[src/rtl/suma_productos_secuencial.sv]
// suma_productos_secuencial
// Streaming unsigned sum-of-products: accepts TERMS (a, b) pairs over a
// valid/ready input, accumulates a*b at full precision, and presents the
// total on a valid/ready output. Reusable MAC / dot-product building block.
//
// state  | meaning
// -------+-------------------------------------------------------------
// ACUM   | accepting operand pairs, in_ready=1, out_valid=0
// SALIDA | result held on out_sum, out_valid=1, in_ready=0 (one bubble)
module suma_productos_secuencial #(
    parameter int WIDTH = 8,
    parameter int TERMS = 4,
    localparam int ACC_W = 2*WIDTH + $clog2(TERMS),
    localparam int CNT_W = $clog2(TERMS) + 1
) (
    input  logic             clk,
    input  logic             rst_n,
    input  logic             clear,
    input  logic             in_valid,
    output logic             in_ready,
    input  logic [WIDTH-1:0] in_a,
    input  logic [WIDTH-1:0] in_b,
    output logic             out_valid,
    input  logic             out_ready,
    output logic [ACC_W-1:0] out_sum,
    output logic [CNT_W-1:0] term_count
);

    typedef enum logic [0:0] {
        ACUM   = 1'b0,
        SALIDA = 1'b1
    } state_t;

    localparam logic [CNT_W-1:0] LAST_IDX = CNT_W'(TERMS - 1);

    state_t             r_state;
    state_t             w_state_next;
    logic [ACC_W-1:0]   r_acc;
    logic [CNT_W-1:0]   r_count;
    logic [ACC_W-1:0]   r_out_sum;

    logic [2*WIDTH-1:0] w_prod;
    logic [ACC_W-1:0]   w_sum;
    logic               w_accept;
    logic               w_last;

    // Single combinational multiply stage, zero-extended into the accumulator.
    // The extra $clog2(TERMS) bits make overflow impossible, so no wrap logic.
    assign w_prod   = {{WIDTH{1'b0}}, in_a} * {{WIDTH{1'b0}}, in_b};
    assign w_sum    = r_acc + {{(ACC_W-2*WIDTH){1'b0}}, w_prod};

    // Handshake outputs decode the registered state only, so no combinational
    // path runs from in_valid or out_ready to in_ready/out_valid.
    assign in_ready  = (r_state == ACUM);
    assign out_valid = (r_state == SALIDA);

    // A beat coinciding with clear is dropped, not accumulated.
    assign w_accept = in_valid && in_ready && !clear;
    assign w_last   = w_accept && (r_count == LAST_IDX);

    assign out_sum    = r_out_sum;
    assign term_count = r_count;

    // State register.
    always_ff @(posedge clk) begin
        if (!rst_n) begin
            r_state <= ACUM;
        end else begin
            r_state <= w_state_next;
        end
    end

    // Next-state logic: clear wins over handshakes; output leaves on out_ready.
    always_comb begin
        w_state_next = r_state;
        if (clear) begin
            w_state_next = ACUM;
        end else begin
            unique case (r_state)
                ACUM: begin
                    if (w_last) begin
                        w_state_next = SALIDA;
                    end
                end
                SALIDA: begin
                    if (out_ready) begin
                        w_state_next = ACUM;
                    end
                end
                default: w_state_next = ACUM;
            endcase
        end
    end

    // Accumulator and term counter: restart from zero on the final beat or abort.
    always_ff @(posedge clk) begin
        if (!rst_n) begin
            r_acc   <= '0;
            r_count <= '0;
        end else if (clear) begin
            r_acc   <= '0;
            r_count <= '0;
        end else if (w_last) begin
            r_acc   <= '0;
            r_count <= '0;
        end else if (w_accept) begin
            r_acc   <= w_sum;
            r_count <= r_count + CNT_W'(1);
        end
    end

    // Result register: loaded only on a completed sum; clear leaves it untouched.
    always_ff @(posedge clk) begin
        if (!rst_n) begin
            r_out_sum <= '0;
        end else if (w_last) begin
            r_out_sum <= w_sum;
        end
    end

endmodule

[config.mk]
export PLATFORM = sky130hd
export DESIGN_NAME = suma_productos_secuencial
export DESIGN_NICKNAME = d
export VERILOG_FILES = /design/src/rtl/suma_productos_secuencial.sv
export SDC_FILE = /design/constraint.sdc
export NUM_CORES = 1
export LEC_CHECK = 0
export CAP_MARGIN = 25
export CORE_ASPECT_RATIO = 2
export CORE_UTILIZATION = 58
export DETAILED_ROUTE_END_ITERATION = 16
export GPL_TIMING_DRIVEN = 0
export PLACE_DENSITY = 0.81
export SYNTH_ARGS = -nofsm -noshare
export SYNTH_HDL_FRONTEND = slang
export SYNTH_SLANG_ARGS = --single-unit
[constraint.sdc]
create_clock -name clk -period 6.05 [get_ports clk]
set_clock_uncertainty 0.2 [all_clocks]
set_input_delay 0.9075 -clock clk [delete_from_list [all_inputs] [get_ports clk]]
set_output_delay 0.9075 -clock clk [all_outputs]
set_load 0.01 [all_outputs]
# ---- Word-level counts from Yosys, hierarchy flattened
# Index checks and enable logic that the tools add are counted.
dict set report totals {
  output_inout_bits 23
  input_bits 21
  wordCells 19
  regBits 40
}
dict set report classes {
  eq_ne 1
  n_reduce_logical 6
  n_mux 3
  bitwise 2
  n_mul 1
  addsub 2
}
# operator n
set ops {}
lappend ops {{$add A18 B16 Y18} 1}
lappend ops {{$mul A8 B8 Y16} 1}
lappend ops {{$add A3 B1 Y3 const B} 1}
lappend ops {{$eq A3 B2 Y1 const B} 1}
lappend ops {{$logic_and A1 B1 Y1} 3}
lappend ops {{$reduce_or A3 Y1} 1}
lappend ops {{$mux W1} 2}
lappend ops {{$not A1 Y1} 2}
lappend ops {{$pmux W1 S2} 1}
lappend ops {{$reduce_or A2 Y1} 1}
lappend ops {{$logic_not A1 Y1} 1}

# ---- Depth between registers and ports, before layout
# Gate-level depths: netlist (run 1).
dict set report depth {
  depth_word 6
  mapped_depth 19
  depth_no_buf 18
}

# ---- Worst setup path before layout (run 1)
# Ideal clock, no wire load.
dict set report synth_path {
  kind {input -> register}
  start {input port in_a[5]}
  end {register r_out_sum[16], in the netlist out_sum[16]}
  stages 16
  arrival_ns 4.971
  setup_time_ns 0.115
  path_buffers 1
  setup_slack_ns 0.765
  required_ns 5.735
  cell_sequence {clkbuf_1 -> and2_1 -> fa_1 -> fa_1 -> inv_1 -> fa_1 -> inv_1 -> fa_1 -> ha_1 -> a21o_1 -> a21o_1 -> nor2_1 -> a21oi_1 -> or4_1 -> nor3b_1 -> o21a_1}
}
dict set report synth_between {
  elab_chain_len 2
}
# item line_no
set synth_rtl {}
lappend synth_rtl {{start, declared} 21} ;# input logic [WIDTH-1:0] in_a,
lappend synth_rtl {{$mul A8 B8 Y16} 49} ;# assign w_prod = {{WIDTH{1'b0}}, in_a} * {{WIDTH{1'b0}}, in_b};
lappend synth_rtl {{$add A18 B16 Y18} 50} ;# assign w_sum = r_acc + {{(ACC_W-2*WIDTH){1'b0}}, w_prod};
lappend synth_rtl {{end signal, assigned} 117} ;# r_out_sum <= w_sum;
lappend synth_rtl {{end, declared} 40} ;# logic [ACC_W-1:0] r_out_sum;
# Every way passes these cells.
# A chain may end at the register's enable or synchronous reset.

# ---- Worst setup path after layout (run 1)
dict set report layout_path {
  start {input port in_a[4]}
  end {register r_out_sum[16], in the netlist out_sum[16]}
}
# The elaborated chain is that of the path after synthesis.

==> metrics.cfg, run 1 <==
[clock_tree]
postCtsSetupBuffers = 0
clk_path_buf_depth = 2
cts_tree = yes
clk_pin_slew_worst_paths_ns = 0.06
cts_resized = 0
h-tree-depth = 2
hold_buffers = 0
cts.sinks = 40
clk_latency_ns = 0.29
numCtsBuffers = 5
cts-root-buf = clkbuf_16

[logic_synthesis]
synth_edf_count = 0
async_flop_share_pct = 0
synth.ff_latch_count = 40
synth_area_per_cell_um2 = 8.33
ys_top_cells_by_area = fa_1, dfxtp_1, ha_1
yosysSeqAreaShare_pct = 19.3
yosysTopAreaCellShare_pct = 24.1
synth_cells = 499
synth_flop_cell = dfxtp_1
yosys_warnings = 0
yosys.cell_types.count = 45
synth_area_um2 = 4160
synth.largest_area_cell = fa_1
syn_nets = 612

[pwr]
finalPower_mw = 1.50
power_density_nw_per_um2 = 312
intPower_mw = 0.825
peakVddDrop_mv = 0.301
p_clk_share_pct = 17.9
pwr-share-seq_pct = 18.8
switching_share_pct = 45.1
p_comb_share_pct = 63.3
p_switching_mw = 0.679
p_leak_nw = 2.27

[place]
numPortBuffers = 40
hpwlAfterDp_um = 7860
place.gp.congestion = 0.862
dp_cells = 629
pre_cts_ws_ns = -0.00125
dpl-instance-area_um2 = 4670

[critical_path]
path_cells = clkdlybuf4s50_1 > and2_1 > fa_1 > fa_1 > inv_1 > fa_1 > inv_1 > fa_1 > ha_1 > a21o_1 > a21o_1 > nor2_1 > a21oi_1 > or4_1 > nor3b_1 > o21a_1
critPathLaunch = in_a[4]
crit_path_frequent_cell = fa_1
criticalPathCategory = in -> reg
cp_max_fo = 8
critPathMaxStageDelay_ns = 0.59
slowest_stage = clkdlybuf4s50_1
r2r_cells = 16
crit_arrival_ns = 5.74
endpoint_kind = register
r2r-start = r_acc[6]
r2r_slack_ns = 1.33
r2r-end = out_sum[17]
crit_path_start_kind = input pin
worstPathRequired_ns = 6.03
critPathCapture = out_sum[16]

[die]
start_util_pct = 59.9
fp.coreArea_um2 = 6940
die_area_um2 = 7530
die_h_um = 122
rows = 43
die_w_um = 61.9
pin_count = 44

[grt]
grt_first_pass_wirelength_um = 16100
grt_overflow_total = 0
antenna_found_initial = 0
grt_max_degree = 13
grt_pass1_vias = 3622
track_usage_pct = 28.8

[drt]
vias = 3474
ant_nets = 0
route.detailed.wl_per_inst_um = 15.1
drcViolationCount = 0
viasPerCell = 5.45
drtIter0Drc = 120
drt-total-wl_um = 9620
drtPass1Iterations = 4

[layout]
finalNonFillerCells = 637
regArea_um2 = 801
mostFrequentLayoutCells = inv_1, nand2_1, fa_1
drive_gt1_share_pct = 1.83
diodes = 0
final_util_pct = 69.4
postLayoutCellArea_um2 = 4820
multi_input_area_um2 = 2940
num-fill-cells = 550
syn_to_final_growth_pct = 16.0
finalNetCount = 659
final_common_cell = inv_1

[timing]
fin_ws_ns = 0.291
setup_viol = 0
slew_violations = 0
finalCritPeriodShare_pct = 95.2
worst_slew_pin_slew_ns = 0.622
hold_ws_ns = 0.257
period_minus_slack_ns = 5.76
fin_tns_setup_ns = 0
finalHoldViolCount = 0
fmax_ghz = 0.174
rsz0062_at_grt = false
slew_headroom_pct = 58.6

[worst_hold_path]
hold_class = reg -> reg

[flow_run]
drv_cap = 0

[status]
status = completed

==> cells in the mapped netlist (2+ instances only) <==
cell / number
nand2_1: 89
nand2b_1: 3
o22ai_1: 2
o211a_1: 2
a211oi_1: 3
a21boi_0: 4
xor2_1: 3
clkbuf_1: 14
nor3_1: 3
nor2b_1: 4
dfxtp_1: 40
o31a_1: 2
a21o_1: 4
and2_1: 36
a21boi_1: 6
o21ai_0: 6
xnor2_1: 9
a21oi_1: 26
inv_1: 96
o21bai_1: 2
nor2_1: 18
ha_1: 42
o21a_1: 3
o21ai_1: 5
nand3_1: 6
fa_1: 50
o2111a_1: 2
nand3b_1: 2
==> how the worst min path moves through the flow <==
stage,from,endpoint,slack (ns),depth (start not counted)
final,r_acc[1],r_acc[1],0.26,2
after detailed placement,r_acc[1],r_acc[1],0.25,2
after CTS,r_acc[1],r_acc[1],0.26,2
after global routing,out_sum[1],out_sum[1],0.28,2
after floorplan,r_acc[14],r_acc[14],0.23,2
after global placement,r_acc[14],r_acc[14],0.24,2
==> final cells by class <==
type / instances / share of cell area [%]
sequential: 40 / 16.6
multi-input combinational: 348 / 61.0
tap: 90 / 2.34
timing repair buffer: 40 / 8.31
buffer: 15 / 1.19
clock inverter: 1 / 0.156
inverter: 96 / 7.48
clock buffer: 7 / 2.96
==> power groups by stage <==
stage | logic [mW] | registers, mW | clock network, mW
2_1_floorplan | 0.721 | 0.286 | 0
3_3_place_gp | 0.894 | 0.288 | 0
3_5_place_dp | 0.924 | 0.289 | 0
4_1_cts | 0.941 | 0.283 | 0.273
5_1_grt | 1.07 | 0.284 | 0.283
6_report | 0.952 | 0.283 | 0.269
==> cell families after synthesis <==
family | Yosys count | share of synthesized area (%)
AOI/OAI and AO/OA | 75 | 12.0
adders and majority gates | 92 | 36.7
DFF | 40 | 19.3
buffers and inverters | 111 | 10.1
and+or+nand+nor | 167 | 18.7
xor gates and xnor gates | 13 | 3.10
muxes | 1 | 0.241
==> flip-flops by register name, indices dropped and copies added (netlist names) <==
name        flops
out_valid       1
term_count      3
out_sum        18
r_acc          18
==> critical path: cells and delay by family <==
kind                     cells  cell delay, ns
AO/OA/AOI/OAI                4            0.72
adder cells (fa/ha/maj)      5            2.39
buffers and inverters        3            0.71
AND/OR/NAND/NOR              4            0.99
==> layer usage <==
metal	global-route usage [%]	share of wire, %	routed length (µm)
met1	29.6	37	3520
met2	52.4	56	5400
met3	3.61	3.1	297
met4	16.5	4.1	399
met5	0	0	0
Note: power is estimated with default switching activity, not from simulation.
==> run 2, diff against run 1 <==
--- a/config.mk
+++ b/config.mk
@@ -9,7 +9,6 @@
 export CORE_ASPECT_RATIO = 2
 export CORE_UTILIZATION = 58
 export DETAILED_ROUTE_END_ITERATION = 16
-export GPL_TIMING_DRIVEN = 0
 export PLACE_DENSITY = 0.81
 export SYNTH_ARGS = -nofsm -noshare
 export SYNTH_HDL_FRONTEND = slang
==> metrics.cfg, run 2 (synthesis results as in run 1) <==
[layout]
diodes = 0  ; unchanged
regArea_um2 = 801  ; unchanged
final_util_pct = 69.6  ; +0.11 points
syn_to_final_growth_pct = 16.1
drive_gt1_share_pct = 2.05  ; +0.22 points
multi_input_area_um2 = 2940  ; unchanged
final_common_cell = inv_1
mostFrequentLayoutCells = inv_1, nand2_1, fa_1
finalNonFillerCells = 626  ; -1.7%
num-fill-cells = 551  ; +0.18%
finalNetCount = 648  ; -1.7%

[critical_path]
worstPathRequired_ns = 6.07  ; +0.04 ns
endpoint_kind = register
criticalPathCategory = in -> reg
crit_path_frequent_cell = fa_1
critPathLaunch = in_a[5]
slowest_stage = clkdlybuf4s50_1
crit_arrival_ns = 5.80  ; +0.06 ns
cp_max_fo = 8  ; unchanged
crit_path_start_kind = input pin
path_cells = clkdlybuf4s50_1 > nand2_1 > fa_1 > inv_1 > fa_1 > inv_1 > fa_1 > fa_1 > inv_1 > ha_1 > o21a_1 > o31a_1 > o21ai_1 > o21bai_1 > a21oi_1 > xor3_1 > a21oi_1
cpLargestDelayFamily = adder cells
r2r-start = r_acc[6]
path_buf_inv = 4  ; +1
critPathMaxStageDelay_ns = 0.66  ; +0.07 ns

[pwr]
finalPower_mw = 1.56  ; +3.4%
p_switching_mw = 0.688  ; +1.4%
pwr-share-seq_pct = 18.2  ; -0.6 points
p_clk_share_pct = 20.6  ; +2.7 points
peakVddDrop_mv = 0.249  ; -17%
p_leak_nw = 2.28  ; +0.50%
switching_share_pct = 44.2  ; -0.90 points
p_comb_share_pct = 61.2  ; -2.1 points
intPower_mw = 0.867  ; +5.1%
power_density_nw_per_um2 = 322  ; +3.3%

[clock_tree]
cts_resized = 0  ; unchanged
clk_pin_slew_worst_paths_ns = 0.06  ; about the same
cts_tree = yes
cts.sinks = 40  ; unchanged
clk_latency_ns = 0.29  ; about the same
cts-root-buf = clkbuf_16
hold_buffers = 0  ; unchanged
numCtsBuffers = 5  ; unchanged
clk_path_buf_depth = 2  ; unchanged
h-tree-depth = 2  ; unchanged
postCtsSetupBuffers = 0  ; unchanged

[grt]
met3_usage_pct = 1.59  ; -2.0 points
antenna_found_initial = 0  ; unchanged
grt_first_pass_wirelength_um = 15500  ; -3.3%
grt_overflow_total = 0  ; unchanged
grt_max_degree = 24  ; +11
grt_use_met1_pct = 30.6  ; +0.98 points
use_met2_pct = 50.7  ; -1.7 points
gr-max-usage-layer = met2
track_usage_pct = 27.7  ; -1.1 points
grt_pass1_vias = 3480  ; -3.9%

[die]
die_area_um2 = 7530  ; unchanged
fp.coreArea_um2 = 6940  ; unchanged
rows = 43  ; unchanged
die_w_um = 61.9  ; unchanged
pin_count = 44  ; unchanged
die_h_um = 122  ; unchanged
start_util_pct = 59.9  ; unchanged

[drt]
ant_nets = 0  ; unchanged
drt-total-wl_um = 9390  ; -2.3%
viasPerCell = 5.40  ; -1.0%
vias = 3380  ; -2.7%
route.detailed.wl_per_inst_um = 15.0  ; -0.59%
drtIter0Drc = 195  ; +63%
drtPass1Iterations = 6  ; +2
drcViolationCount = 0  ; unchanged

[timing]
rsz0062_at_grt = false
fmax_ghz = 0.173  ; -0.40%
finalCritPeriodShare_pct = 95.6  ; +0.39 points
finalHoldViolCount = 0  ; unchanged
slew_violations = 0  ; unchanged
slew_headroom_pct = 33.2  ; -25 points
period_minus_slack_ns = 5.78  ; +0.0233 ns
setup_viol = 0  ; unchanged
fin_tns_setup_ns = 0  ; unchanged
worst_slew_pin_slew_ns = 1.00  ; +0.380 ns

[status]
status = completed

[worst_hold_path]
hold_class = reg -> reg
hold_path.startpoint = r_acc[6]

[place]
hpwlAfterDp_um = 7530  ; -4.2%
numPortBuffers = 43  ; +7.5%
place.gp.congestion = 0.905  ; +5.0%
dp_cells = 618  ; -1.7%

[flow_run]
drv_cap = 0  ; unchanged

[run 2: cell types whose count changed in the layout (fill, tap and decap cells not counted), sizes merged]
cell,before,now
bufinv,0,1
clkbuf,21,6
clkdlybuf4s50,40,43
clkinv,0,1
clkinvlp,1,0
[run 2: cell type report]
| cell class | instances | area share, % |
|---|---|---|
| timing repair buffer | 44 | 9.07 |
| inverter | 96 | 7.47 |
| clock buffer | 6 | 2.88 |
| clock inverter | 2 | 0.804 |
| sequential | 40 | 16.6 |
| tap | 90 | 2.33 |
| multi-input combinational | 348 | 60.9 |
[run 2: worst paths after layout]
| path | to | slack [ns] | depth (start not counted) |
|---|---|---|---|
| hold reg to reg | r_acc[6] | 0.25 | 2 |
| setup / recovery | out_sum[17] | 0.27 | 17 |
| hold / removal | r_acc[6] | 0.25 | 2 |
| setup reg to reg | out_sum[17] | 1.28 | 16 |
[run 2: power by group through the flow]
| stage | clock network, mW | registers (mW) | logic [mW] |
|---|---|---|---|
| after floorplan | 0 | 0.286 | 0.721 |
| after global placement | 0 | 0.288 | 0.898 |
| after detailed placement | 0 | 0.289 | 0.922 |
| after CTS | 0.321 | 0.283 | 0.939 |
| after global routing | 0.332 | 0.284 | 1.07 |
| final | 0.321 | 0.283 | 0.952 |
[run 2: worst register-to-register path: cells and delay by family (launching register included)]
| family | cells | cell delay [ns] |
|---|---|---|
| fa+ha+maj | 5 | 2.43 |
| xor+xnor | 1 | 0.23 |
| flops | 1 | 0.33 |
| buf+inv | 4 | 0.21 |
| compound gates | 6 | 1.31 |
[run 2: metal layers]
| metal | vias to the layer above | wire (µm) | share of wire [%] |
|---|---|---|---|
| met5 | - | 0 | 0 |
| met4 | 0 | 328 | 3.5 |
| met3 | 26 | 309 | 3.3 |
| met2 | 98 | 5120 | 55 |
| met1 | 1625 | 3630 | 39 |
| li1 | 1631 | - | - |
[run 2: metrics by stage]
step	hold slack, ns	instance area, µm²	worst slack (ns)
finish	0.254	4830	0.268
CTS	0.256	4830	0.338
detailed placement	0.247	4650	0.0651
floorplan	0.232	4160	0.765
global placement	0.247	4650	0.121
global route	0.271	4830	0.0516
